[src/rtl/sdram_loader_if.sv]
// Toggle-handshake SDRAM host port shared by the loader (device side) and the controller.
// A request is outstanding while req != ack; address/data_write/we stay stable until ack catches up.
interface sdram_bus #(
    parameter int ADDR_BITS = 24
);
    logic                 req;
    logic                 we;
    logic [ADDR_BITS-1:0] address;
    logic [15:0]          data_write;
    logic                 ack;
    logic [15:0]          data_read;

    modport device (
        output req, we, address, data_write,
        input  ack, data_read
    );

    modport controller (
        input  req, we, address, data_write,
        output ack, data_read
    );
endinterface

[src/rtl/sdram_loader.sv]
// Packs an API byte stream into little-endian 16-bit SDRAM writes on a toggle req/ack port.
// Optional macro SDRAM_LOADER_CHECKSUM_EN adds a 16-bit running sum of issued words.
module sdram_loader #(
    parameter int ADDR_BITS = 24,
    parameter int LEN_BITS  = 24
) (
    input  logic                 clk,
    input  logic                 rst_n,
    input  logic                 start,
    input  logic                 abort,
    input  logic [ADDR_BITS-1:0] base_addr,
    input  logic [LEN_BITS-1:0]  byte_count,
    input  logic [7:0]           in_data,
    input  logic                 in_valid,
    output logic                 in_ready,
    output logic                 busy,
    output logic                 done,
`ifdef SDRAM_LOADER_CHECKSUM_EN
    output logic [15:0]          checksum,
`endif
    sdram_bus.device             mem
);
    localparam logic [1:0] S_IDLE  = 2'd0;
    localparam logic [1:0] S_RUN   = 2'd1;
    localparam logic [1:0] S_DONE  = 2'd2;
    localparam logic [1:0] S_DRAIN = 2'd3;

    localparam logic [ADDR_BITS-1:0] ADDR_ONE = {{(ADDR_BITS-1){1'b0}}, 1'b1};
    localparam logic [LEN_BITS-1:0]  LEN_ONE  = {{(LEN_BITS-1){1'b0}}, 1'b1};

    logic [1:0]           state;
    logic [ADDR_BITS-1:0] next_addr;
    logic [LEN_BITS-1:0]  remaining;
    logic [7:0]           lo_byte;
    logic                 have_lo;
    logic [15:0]          pend_word;
    logic                 pend_valid;
    logic                 bus_idle;
    logic                 accept;
    logic                 issue;
    logic                 unused_read;

    assign unused_read = ^mem.data_read;
    assign bus_idle    = (mem.req == mem.ack);

    // Abort wins over a byte offered in the same cycle, so in_ready drops combinationally.
    assign in_ready = (state == S_RUN) && !pend_valid && (remaining != '0) && !abort;
    assign accept   = in_valid && in_ready;
    assign issue    = (state == S_RUN) && pend_valid && bus_idle && !abort;

    always_ff @(posedge clk or negedge rst_n) begin
        if (!rst_n) begin
            state          <= S_IDLE;
            next_addr      <= '0;
            remaining      <= '0;
            lo_byte        <= '0;
            have_lo        <= 1'b0;
            pend_word      <= '0;
            pend_valid     <= 1'b0;
            busy           <= 1'b0;
            done           <= 1'b0;
            mem.req        <= 1'b0;
            mem.we         <= 1'b0;
            mem.address    <= '0;
            mem.data_write <= '0;
`ifdef SDRAM_LOADER_CHECKSUM_EN
            checksum       <= '0;
`endif
        end else begin
            done <= 1'b0;
            case (state)
                S_IDLE: begin
                    if (start) begin
`ifdef SDRAM_LOADER_CHECKSUM_EN
                        checksum <= '0;
`endif
                        if (byte_count != '0) begin
                            next_addr <= base_addr;
                            remaining <= byte_count;
                            busy      <= 1'b1;
                            state     <= S_RUN;
                        end else begin
                            done  <= 1'b1;
                            state <= S_DONE;
                        end
                    end
                end
                S_RUN: begin
                    if (abort) begin
                        pend_valid <= 1'b0;
                        have_lo    <= 1'b0;
                        remaining  <= '0;
                        state      <= S_DRAIN;
                    end else begin
                        if (issue) begin
                            mem.req        <= ~mem.req;
                            mem.we         <= 1'b1;
                            mem.address    <= next_addr;
                            mem.data_write <= pend_word;
                            next_addr      <= next_addr + ADDR_ONE;
                            pend_valid     <= 1'b0;
`ifdef SDRAM_LOADER_CHECKSUM_EN
                            checksum       <= checksum + pend_word;
`endif
                        end
                        // accept and issue are exclusive: accept needs an empty pending slot.
                        if (accept) begin
                            remaining <= remaining - LEN_ONE;
                            if (have_lo) begin
                                pend_word  <= {in_data, lo_byte};
                                pend_valid <= 1'b1;
                                have_lo    <= 1'b0;
                            end else if (remaining == LEN_ONE) begin
                                pend_word  <= {8'h00, in_data};
                                pend_valid <= 1'b1;
                            end else begin
                                lo_byte <= in_data;
                                have_lo <= 1'b1;
                            end
                        end
                        if ((remaining == '0) && !pend_valid && bus_idle) begin
                            busy  <= 1'b0;
                            done  <= 1'b1;
                            state <= S_DONE;
                        end
                    end
                end
                S_DONE: begin
                    state <= S_IDLE;
                end
                default: begin
                    if (bus_idle) begin
                        busy  <= 1'b0;
                        state <= S_IDLE;
                    end
                end
            endcase
        end
    end
endmodule

[src/flat_wrapper.sv]
// flat-port wrapper written by rule: the top's interface ports become plain ports
module sdram_loader_flat 
#(
    parameter int ADDR_BITS = 24,
    parameter int LEN_BITS  = 24
)
  (clk, rst_n, start, abort, base_addr, byte_count, in_data, in_valid, in_ready, busy, done, mem_req, mem_we, mem_address, mem_data_write, mem_ack, mem_data_read);
  sdram_bus #(.ADDR_BITS(ADDR_BITS)) mem_i ();
  input  logic clk;
  input  logic rst_n;
  input  logic start;
  input  logic abort;
  input  logic [ADDR_BITS-1:0] base_addr;
  input  logic [LEN_BITS-1:0] byte_count;
  input  logic [7:0] in_data;
  input  logic in_valid;
  output logic in_ready;
  output logic busy;
  output logic done;
  output wire logic [$bits(mem_i.req)-1:0] mem_req;
  output wire logic [$bits(mem_i.we)-1:0] mem_we;
  output wire logic [$bits(mem_i.address)-1:0] mem_address;
  output wire logic [$bits(mem_i.data_write)-1:0] mem_data_write;
  input wire logic [$bits(mem_i.ack)-1:0] mem_ack;
  input wire logic [$bits(mem_i.data_read)-1:0] mem_data_read;
  assign mem_req = mem_i.req;
  assign mem_we = mem_i.we;
  assign mem_address = mem_i.address;
  assign mem_data_write = mem_i.data_write;
  assign mem_i.ack = mem_ack;
  assign mem_i.data_read = mem_data_read;
  sdram_loader #(.ADDR_BITS(ADDR_BITS), .LEN_BITS(LEN_BITS)) u_core (.clk(clk), .rst_n(rst_n), .start(start), .abort(abort), .base_addr(base_addr), .byte_count(byte_count), .in_data(in_data), .in_valid(in_valid), .in_ready(in_ready), .busy(busy), .done(done), .mem(mem_i));
endmodule
[config.mk]
export PLATFORM = sky130hd
export DESIGN_NAME = sdram_loader_flat
export DESIGN_NICKNAME = d
export VERILOG_FILES = /design/src/rtl/sdram_loader_if.sv /design/src/rtl/sdram_loader.sv /design/src/flat_wrapper.sv
export SDC_FILE = /design/constraint.sdc
export NUM_CORES = 1
export LEC_CHECK = 0
export ABC_CLOCK_PERIOD_IN_PS = 4300
export CELL_PAD_IN_SITES_DETAIL_PLACEMENT = 0
export CELL_PAD_IN_SITES_GLOBAL_PLACEMENT = 1
export CORE_MARGIN = 10
export CORE_UTILIZATION = 40
export CTS_BUF_LIST = sky130_fd_sc_hd__clkbuf_4
export CTS_CLUSTER_DIAMETER = 80
export DETAILED_ROUTE_END_ITERATION = 10
export PLACE_DENSITY = 0.88
export SLEW_MARGIN = 0
export SYNTH_ARGS = -nofsm -noshare
export SYNTH_HDL_FRONTEND = slang
export SYNTH_SLANG_ARGS = --single-unit
[constraint.sdc]
create_clock -name clk -period 4.3 [get_ports clk]
set_input_delay 1.075 -clock clk [delete_from_list [all_inputs] [get_ports clk]]
set_output_delay 1.075 -clock clk [all_outputs]
set_load 0.02 [all_outputs]
### After elaboration in Yosys (flattened, before gate mapping)

Cells that the tools add are included.

| operators by class | value |
|---|---|
| add/sub/neg operators | 2 |
| eq/ne operators | 11 |
| multiplexer cells | 38 |
| bitwise gates (word level) | 5 |
| reductions and logical operators | 28 |

Operator list:

| operator | count |
|---|---|
| $mux W24 | 8 |
| $pmux W24 S2 | 2 |
| $reduce_bool A24 Y1 | 2 |
| $mux W16 | 2 |
| $add A24 B1 Y24 const B | 1 |
| $eq A24 B1 Y1 const B | 1 |
| $logic_not A24 Y1 | 1 |
| $sub A24 B1 Y24 const B | 1 |
| $mux W1 | 18 |
| $mux W2 | 5 |
| $reduce_and A5 Y1 | 2 |
| $logic_and A1 B1 Y1 | 9 |
| $reduce_and A4 Y1 | 2 |
| $ne A2 B2 Y1 const B | 3 |
| $pmux W2 S3 | 1 |
| $reduce_and A3 Y1 | 2 |
| $reduce_and A6 Y1 | 1 |
| $reduce_bool A2 Y1 | 3 |
| $not A1 Y1 | 5 |
| $ne A2 B1 Y1 const B | 2 |
| $reduce_bool A4 Y1 | 1 |
| $ne A3 B2 Y1 const B | 1 |
| $ne A3 B3 Y1 const B | 1 |
| $pmux W1 S3 | 1 |
| 8 further kinds | 9 |

| word-level totals | value |
|---|---|
| register bits | 120 |
| input port bits | 78 |
| output and inout bits | 45 |
| word-level logic and storage cells | 97 |

### Logic depth before layout (Yosys ltp)

Gate-level depths: netlist of run 1.

| logic depth | value |
|---|---|
| depth in word-level cells | 9 |
| depth in mapped cells | 9 |
| mapped depth without buffers | 8 |

### Least setup slack after synthesis of run 1

OpenSTA, ideal clock, no wires.

| path | value |
|---|---|
| kind | input to output |
| from | input port abort |
| to | output port in_ready |
| data arrival time | 2.131 ns |
| required time | 3.225 ns |
| path slack | 1.094 ns |
| cell stages on the path | 4 |
| path buffers | 2 |
| path through | nand2b_1 -> clkbuf_1 -> clkbuf_1 -> nor3_1 |

| between the ends | value |
|---|---|
| cells in the longest elaborated chain, start to end | 2 |

Ends and longest elaborated chain:

| what | line | RTL |
|---|---|---|
| start: declaration | flat_wrapper.sv:12 | `input logic abort;` |
| $logic_not A1 Y1 | sdram_loader.sv:47 | `assign in_ready = (state == S_RUN) && !pend_valid && (remaining != '0) && !abort;` |
| $logic_and A1 B1 Y1 | sdram_loader.sv:47 |  |
| end: declaration | flat_wrapper.sv:17 | `output logic in_ready;` |

Every way passes these cells.

### Worst setup path in the final report of run 1

| path | value |
|---|---|
| from | register u_core.remaining[19] |
| to | output port in_ready |

| between the ends | value |
|---|---|
| cells in the longest elaborated chain, start to end | 3 |

Ends and longest elaborated chain:

| what | line | RTL |
|---|---|---|
| start: declaration | sdram_loader.sv:33 | `logic [LEN_BITS-1:0] remaining;` |
| start signal: assignment | sdram_loader.sv:79 | `remaining <= byte_count;` |
| start signal: assignment | sdram_loader.sv:108 | `remaining <= remaining - LEN_ONE;` |
| $reduce_bool A24 Y1 | sdram_loader.sv:47 |  |
| $logic_and A1 B1 Y1 (2 in a row) | sdram_loader.sv:47 |  |

Every way passes these cells.

==> results of run 1 <==
metrics by stage:
stage               cell area [um^2]  setup WS [ns]  hold WS, ns  instances  power [mW]
floorplan                       6016          1.094       0.4700        634       3.480
global placement                7292         0.7144       0.4526        900       4.291
detailed placement              7292         0.6841       0.4619        900       4.382
CTS                             7575        0.08743       0.4862        932       5.209
global route                    7577        0.07934       0.5234        933       5.599
finish                          7577         0.2093       0.4860        933       5.187
placed cells by master (no fill, tap or decap), drive strengths merged, types with 4 or more instances in the layout:
master,n
nand3,26
mux2,39
nor4,15
inv,15
nand4,6
a32oi,7
o22a,4
ha,4
nor2,56
a21o,4
and2,4
o22ai,4
buf,17
dfrtp,120
clkdlybuf4s50,105
clkinv,9
nand2,52
a22oi,9
mux2i,9
and3,6
clkbuf,20
o21ai,76
a31oi,14
a2bb2oi,5
a21oi,56
nor3,13
nand2b,4
synthesized netlist by cell type, types with 3 or more instances:
cell	number	area [um^2]
sky130_fd_sc_hd__a21boi_0	3	22.52
sky130_fd_sc_hd__a21o_1	4	30.03
sky130_fd_sc_hd__a21oi_1	56	280.3
sky130_fd_sc_hd__a22oi_1	9	67.56
sky130_fd_sc_hd__a2bb2oi_1	5	43.79
sky130_fd_sc_hd__a31oi_1	14	87.58
sky130_fd_sc_hd__a32oi_1	7	61.31
sky130_fd_sc_hd__and2_1	4	25.02
sky130_fd_sc_hd__and3_1	6	37.54
sky130_fd_sc_hd__and4_1	3	26.28
sky130_fd_sc_hd__buf_2	5	25.02
sky130_fd_sc_hd__clkbuf_1	32	120.1
sky130_fd_sc_hd__dfrtp_1	120	3003
sky130_fd_sc_hd__ha_1	4	50.05
sky130_fd_sc_hd__inv_1	15	56.30
sky130_fd_sc_hd__mux2_2	39	439.2
sky130_fd_sc_hd__mux2i_1	9	90.09
sky130_fd_sc_hd__nand2_1	52	195.2
sky130_fd_sc_hd__nand2b_1	4	25.02
sky130_fd_sc_hd__nand3_1	26	130.1
sky130_fd_sc_hd__nand4_1	6	37.54
sky130_fd_sc_hd__nor2_1	56	210.2
sky130_fd_sc_hd__nor3_1	13	65.06
sky130_fd_sc_hd__nor4_1	14	87.58
sky130_fd_sc_hd__o21a_1	3	22.52
sky130_fd_sc_hd__o21ai_0	75	375.4
sky130_fd_sc_hd__o22a_1	4	35.03
sky130_fd_sc_hd__o22ai_1	4	25.02
sky130_fd_sc_hd__o2bb2ai_1	3	26.28
sky130_fd_sc_hd__o31ai_1	3	22.52
sky130_fd_sc_hd__or3_1	3	18.77
sky130_fd_sc_hd__or4_1	3	22.52
sequential cells by signal (all words and copies together), names as in the netlist, 2 cells and up:
signal and flops:
u_core.lo_byte 8, u_core.mem.address 24, u_core.mem.data_write 16, u_core.next_addr 24, u_core.pend_word 16, u_core.remaining 24
u_core.state 2
routing by layer:
| metal | wire (um) | vias to the layer above |
|---|---|---|
| li1 | - | 2544 |
| met4 | 219 | 0 |
| met3 | 1122 | 21 |
| met5 | 0 | - |
| met2 | 8034 | 204 |
| met1 | 7722 | 2630 |
power by group through the flow:
stage                     Sequential [mW]  Clock (mW)  Combinational, mW
after floorplan                      2.12           0               1.36
after global placement               2.08           0               2.21
after detailed placement             2.11           0               2.27
after CTS                            2.09       0.839               2.28
after global routing                 2.17       0.886               2.54
final                                2.10       0.812               2.28
logic make-up (layout without fill, tap and decap cells):
| kind of cell | after synthesis | count (layout) | synth area share |
|---|---|---|---|
| adder cells (fa/ha/maj) | 4 | 4 | 0.008320 |
| AND/OR/NAND/NOR | 203 | 203 | 0.1658 |
| XOR/XNOR | 1 | 1 | 0.001456 |
| other | 0 | 1 | 0 |
| multiplexers | 48 | 48 | 0.08798 |
| AO/OA/AOI/OAI | 203 | 203 | 0.2013 |
| buffers and inverters | 55 | 169 | 0.03598 |
| flip-flops | 120 | 120 | 0.4992 |
layout make-up:
cell class	count	area (um^2)	area share
Antenna cell	1	2.502	0.0003303
Clock buffer	20	150.1	0.01982
Clock inverter	12	132.6	0.01750
Inverter	15	56.30	0.007431
Multi-Input combinational cell	459	2811	0.3710
Sequential cell	120	3003	0.3963
Tap cell	184	230.2	0.03038
Timing Repair Buffer	122	1191	0.1572
final timing paths:
kind	endpoint	slack [ns]	depth (start not counted)
worst max-delay path	in_ready	0.21	5
worst min-delay path	u_core.mem.we	0.49	1
worst max register to register	u_core.remaining[19]	1.46	6
worst min register to register	u_core.mem.we	0.49	1
max in group asynchronous	u_core.next_addr[6]	2.85	2
min in group asynchronous	u_core.mem.data_write[2]	0.68	1
==> flow_summary.ini, run 1 <==
[grt]
globalRouteOverflowTotal = 0
grt_pass1_wl_mm = 27.82
global_routing_usage_summed_across_all_routing_layers = 0.1700
antenna_found_initial = 1
global_route.usage.met1 = 0.2265
pin_count_of_the_biggest_net_entering_global_routing = 72
most_used_routing_layer_in_global_routing = met2
grt_use_met3 = 0.03980
via_count_of_the_first_global_routing_pass = 5285
met2_global_route_usage = 0.2685

[critical_path]
timing.setup.critical_path_class = flop to output pin
critPathLaunchType = flop
crit_path_max_fanout = 6
worst_path_largest_cell_delay_ns = 0.59
crit_start = u_core.remaining[19]
path_cells = or4_1 > or3_1 > nor4_4 > nor3_1 > clkdlybuf4s50_1
slowest_library_cell_on_the_worst_path = sky130_fd_sc_hd__or4_1
timing.critical_path.required_ns = 3.22
reg2reg_from = u_core.remaining[19]
path_buf_inv = 1
critical_path_arrival_ns = 3.02
crit_family = simple AND/OR/NAND/NOR gates
timing.critical_path.to_type = output pin

[synthesis]
synth.avg_cell_area_um2 = 9.489
synth_enable_flop_cells = 0
synth_cell_types = 54
synth_cells = 634
ys_async_sr_fraction = 1.000
synth.cell_area_um2 = 6016
synth-seq-cells = 120
synth.yosys.warnings = 0
synth-seq-area-share = 0.4992
synth.net_count = 716
dominantRegCellSynth = sky130_fd_sc_hd__dfrtp_1

[cts]
cts_setup_buffers = 0
sinks_on_clock_net = 120
root_buffer = sky130_fd_sc_hd__clkbuf_4
holdBufCountCts = 0
cts_htree_levels = 4
cts_tree = yes
clock_path_buffers = 2
cts_inserted_buffers = 17
latest_clock_arrival_within_the_worst_skew_pair_ns = 0.52
post_cts_resize_count = 0
worst_setup_hold_path_clk_slew_ns = 0.10

[placement]
gp_congestion = 0.8961
port-buffer-count = 106
dpl.hpwl_mm = 12.16

[pwr]
swShare = 0.4146
power.leakage_nw = 3.173
clk_network_pwr_share = 0.157
internal-power_mw = 3.036
cellPowerDensity_nw_per_um2 = 684.5
sequentialPowerShare = 0.405
fraction_of_power_consumed_by_combinational_cells = 0.439
vdd_drop_max_mv = 0.2993
switching_power_mw = 2.150

[floorplan]
die-area_um2 = 20340
die_w_um = 142.6
floorplan.die.height_um = 142.6
core_region_area_um2 = 14640
placementRows = 44
pin_count = 123
floorplan.initialDensity = 0.4108

[detailed_routing]
num_vias = 5399
route.detailed.vias_per_inst = 5.787
drt_first_pass_iters = 5
drc_errors = 0
routed_wire_length_per_instance_um = 18.33
drt_iter0_drc = 382
postRouteAntennaNets = 0
routed_wirelength_mm = 17.10

[run]
cap_violations = 0

[sta]
worst_slew_margin_rel = 0.3822
clock_skew_ns = 0.01782
crit_share_post_route = 0.9513
slew_viol_final = 0
report.final.hold_viol_count = 0
period_needed_ns = 4.091
worst_slew_pin_slew_ns = 0.9267
timing.final.setup_violations = 0
fmax_mhz = 244.5
unrepaired_setup_endpoints_after_global_routing = false
timing.setup.tns_ns = 0

[min_path]
min-delay-path-class = flop to flop
worstHoldStart = u_core.mem.we

[cells_and_area]
fillerInstances = 1378
area_growth_pct = 25.96
num-nets-final = 817
layout_cell_share_with_drive_strength_beyond_1 = 0.1243
share_of_the_core_filled_with_cells_in_the_final_layout = 0.5174

[status]
status = completed
(Power assumes the default switching activity.)
==> run 2, diff against run 1 <==
--- a/config.mk
+++ b/config.mk
@@ -7,4 +7,5 @@
 export LEC_CHECK = 0
 export ABC_CLOCK_PERIOD_IN_PS = 4300
+export CAP_MARGIN = 20
 export CELL_PAD_IN_SITES_DETAIL_PLACEMENT = 0
 export CELL_PAD_IN_SITES_GLOBAL_PLACEMENT = 1
==> constraint.sdc (replaced) <==
create_clock -name clk -period 4.3 [get_ports clk]
set_input_delay 0.43 -clock clk [delete_from_list [all_inputs] [get_ports clk]]
set_output_delay 0.43 -clock clk [all_outputs]
set_load 0.02 [all_outputs]
==> run 2 against run 1 <==
- die area unchanged
- clock power is 22% higher
- fmax increased by 16%
- hold slack got worse by 0.00091 ns
- flip-flop and latch count stayed put
- utilization increased by 0.34 points
- sequential power barely moved
- total power grew 3.2%
- largest cell class unchanged
- largest power group unchanged
==> flow_summary.ini, run 2 (synthesized netlist as in run 1, its figures left out) <==
[status]
status = completed

[critical_path]
critPathLaunchType = flop
timing.setup.critical_path_class = flop to output pin
timing.critical_path.required_ns = 3.87
crit_start = u_core.remaining[16]
worst_path_largest_cell_delay_ns = 0.55
critical_path_arrival_ns = 3.09
crit_family = simple AND/OR/NAND/NOR gates
timing.critical_path.to_type = output pin
slowest_library_cell_on_the_worst_path = sky130_fd_sc_hd__clkdlybuf4s50_1
path_cells = or4_1 > or3_1 > nor4_4 > nor3_1 > clkdlybuf4s50_1
path_buf_inv = 1
reg2reg_from = u_core.remaining[16]
crit_path_max_fanout = 7

[cts]
cts_htree_levels = 4
root_buffer = sky130_fd_sc_hd__clkbuf_4
post_cts_resize_count = 0
cts_inserted_buffers = 17
holdBufCountCts = 1
cts_setup_buffers = 0
latest_clock_arrival_within_the_worst_skew_pair_ns = 0.54
cts_tree = yes
worst_setup_hold_path_clk_slew_ns = 0.11
clock_path_buffers = 2
sinks_on_clock_net = 120

[floorplan]
placementRows = 44
pin_count = 123
floorplan.die.height_um = 142.6
core_region_area_um2 = 14640
die_w_um = 142.6
floorplan.initialDensity = 0.4108
die-area_um2 = 20340

[pwr]
vdd_drop_max_mv = 0.2944
internal-power_mw = 3.146
cellPowerDensity_nw_per_um2 = 701.8
fraction_of_power_consumed_by_combinational_cells = 0.422
switching_power_mw = 2.207
sequentialPowerShare = 0.392
clk_network_pwr_share = 0.185
power.leakage_nw = 3.185
swShare = 0.4123
totalPowerFinal_mw = 5.353

[cells_and_area]
share_of_the_core_filled_with_cells_in_the_final_layout = 0.5208
num-nets-final = 816
stdcell_count = 932
fin_area_um2 = 7627
area_growth_pct = 26.79
layout_cell_share_with_drive_strength_beyond_1 = 0.1272
biggest_registers_after_layout = u_core.mem.address: 24 flops, u_core.next_addr: 24 flops, u_core.remaining: 24 flops
fillerInstances = 1358
area.sequential_um2 = 3003
multi_input_comb_area_um2 = 2811
most-common-layout-cells = sky130_fd_sc_hd__dfrtp_1, sky130_fd_sc_hd__clkdlybuf4s50_1, sky130_fd_sc_hd__o21ai_0, sky130_fd_sc_hd__nor2_1, sky130_fd_sc_hd__a21oi_1
layout_commonest_cell = sky130_fd_sc_hd__dfrtp_1

[detailed_routing]
drt_iter0_drc = 426
num_vias = 5388
drt_first_pass_iters = 5
postRouteAntennaNets = 0
route.detailed.vias_per_inst = 5.781
drc_errors = 0
routed_wirelength_mm = 17.07
routed_wire_length_per_instance_um = 18.32

[sta]
period_needed_ns = 3.518
timing.hold.ws_ns = 0.4851
fin_ws_ns = 0.7818
worst_slew_margin_rel = 0.4580
crit_share_post_route = 0.8182
worst_slew_pin_slew_ns = 0.8130
timing.setup.tns_ns = 0
timing.final.setup_violations = 0
clock_skew_ns = 0.01905
fmax_mhz = 284.2
report.final.hold_viol_count = 0
unrepaired_setup_endpoints_after_global_routing = false
slew_viol_final = 0

[grt]
global_routing_usage_summed_across_all_routing_layers = 0.1699
globalRouteOverflowTotal = 0
grt_pass1_wl_mm = 27.78
via_count_of_the_first_global_routing_pass = 5320
pin_count_of_the_biggest_net_entering_global_routing = 61
antenna_found_initial = 1

[placement]
place.detailed.instances = 897
detailedPlace.worstSlack_ns = 1.305
placement.cell_area_um2 = 7257
gp_congestion = 0.9282
dpl.hpwl_mm = 12.28
port-buffer-count = 106

[min_path]
worstHoldStart = u_core.mem.we
min-delay-path-class = flop to flop

[run]
cap_violations = 0
## run 2: per-layer routing
| layer | global-route usage | vias to the layer above | routed length, um |
|---|---|---|---|
| met5 | 0 | - | 0 |
| met4 | 0.06840 | 0 | 338 |
| met3 | 0.04743 | 26 | 1095 |
| met2 | 0.2662 | 206 | 8084 |
| met1 | 0.2176 | 2622 | 7553 |
| li1 | - | 2534 | - |
## run 2: cell type report
cell class              count  share of cell area
multi-input cells         459              0.3686
repair buffers            121              0.1535
flip-flops and latches    120              0.3937
well taps                 184             0.03018
clock inverters            14             0.02854
inverters                  15            0.007382
diodes                      1           0.0003281
clock buffers              18             0.01772
## run 2: power by group through the flow
stage	sequential, mW	combinational, mW	clock, mW
floorplan	2.12	1.36	0
global placement	2.08	2.19	0
detailed placement	2.11	2.26	0
CTS	2.09	2.27	1.01
global route	2.18	2.51	1.06
finish	2.10	2.26	0.992
## run 2: worst reg2reg max path, delay by kind of cell (launching register included)
kind | cells | cell delay (ns)
DFF | 1 | 0.46
and+or+nand+nor | 3 | 1.44
AOI/OAI and AO/OA | 3 | 0.85
## run 2: worst paths after layout
path | end | slack [ns] | cells past startpoint
max in group asynchronous | u_core.mem.address[5] | 2.77 | 3
hold reg to reg | u_core.mem.we | 0.49 | 1
hold / removal | u_core.mem.we | 0.49 | 1
setup / recovery | in_ready | 0.78 | 5
setup reg to reg | u_core.remaining[19] | 1.45 | 6
min in group asynchronous | u_core.mem.data_write[2] | 0.51 | 2
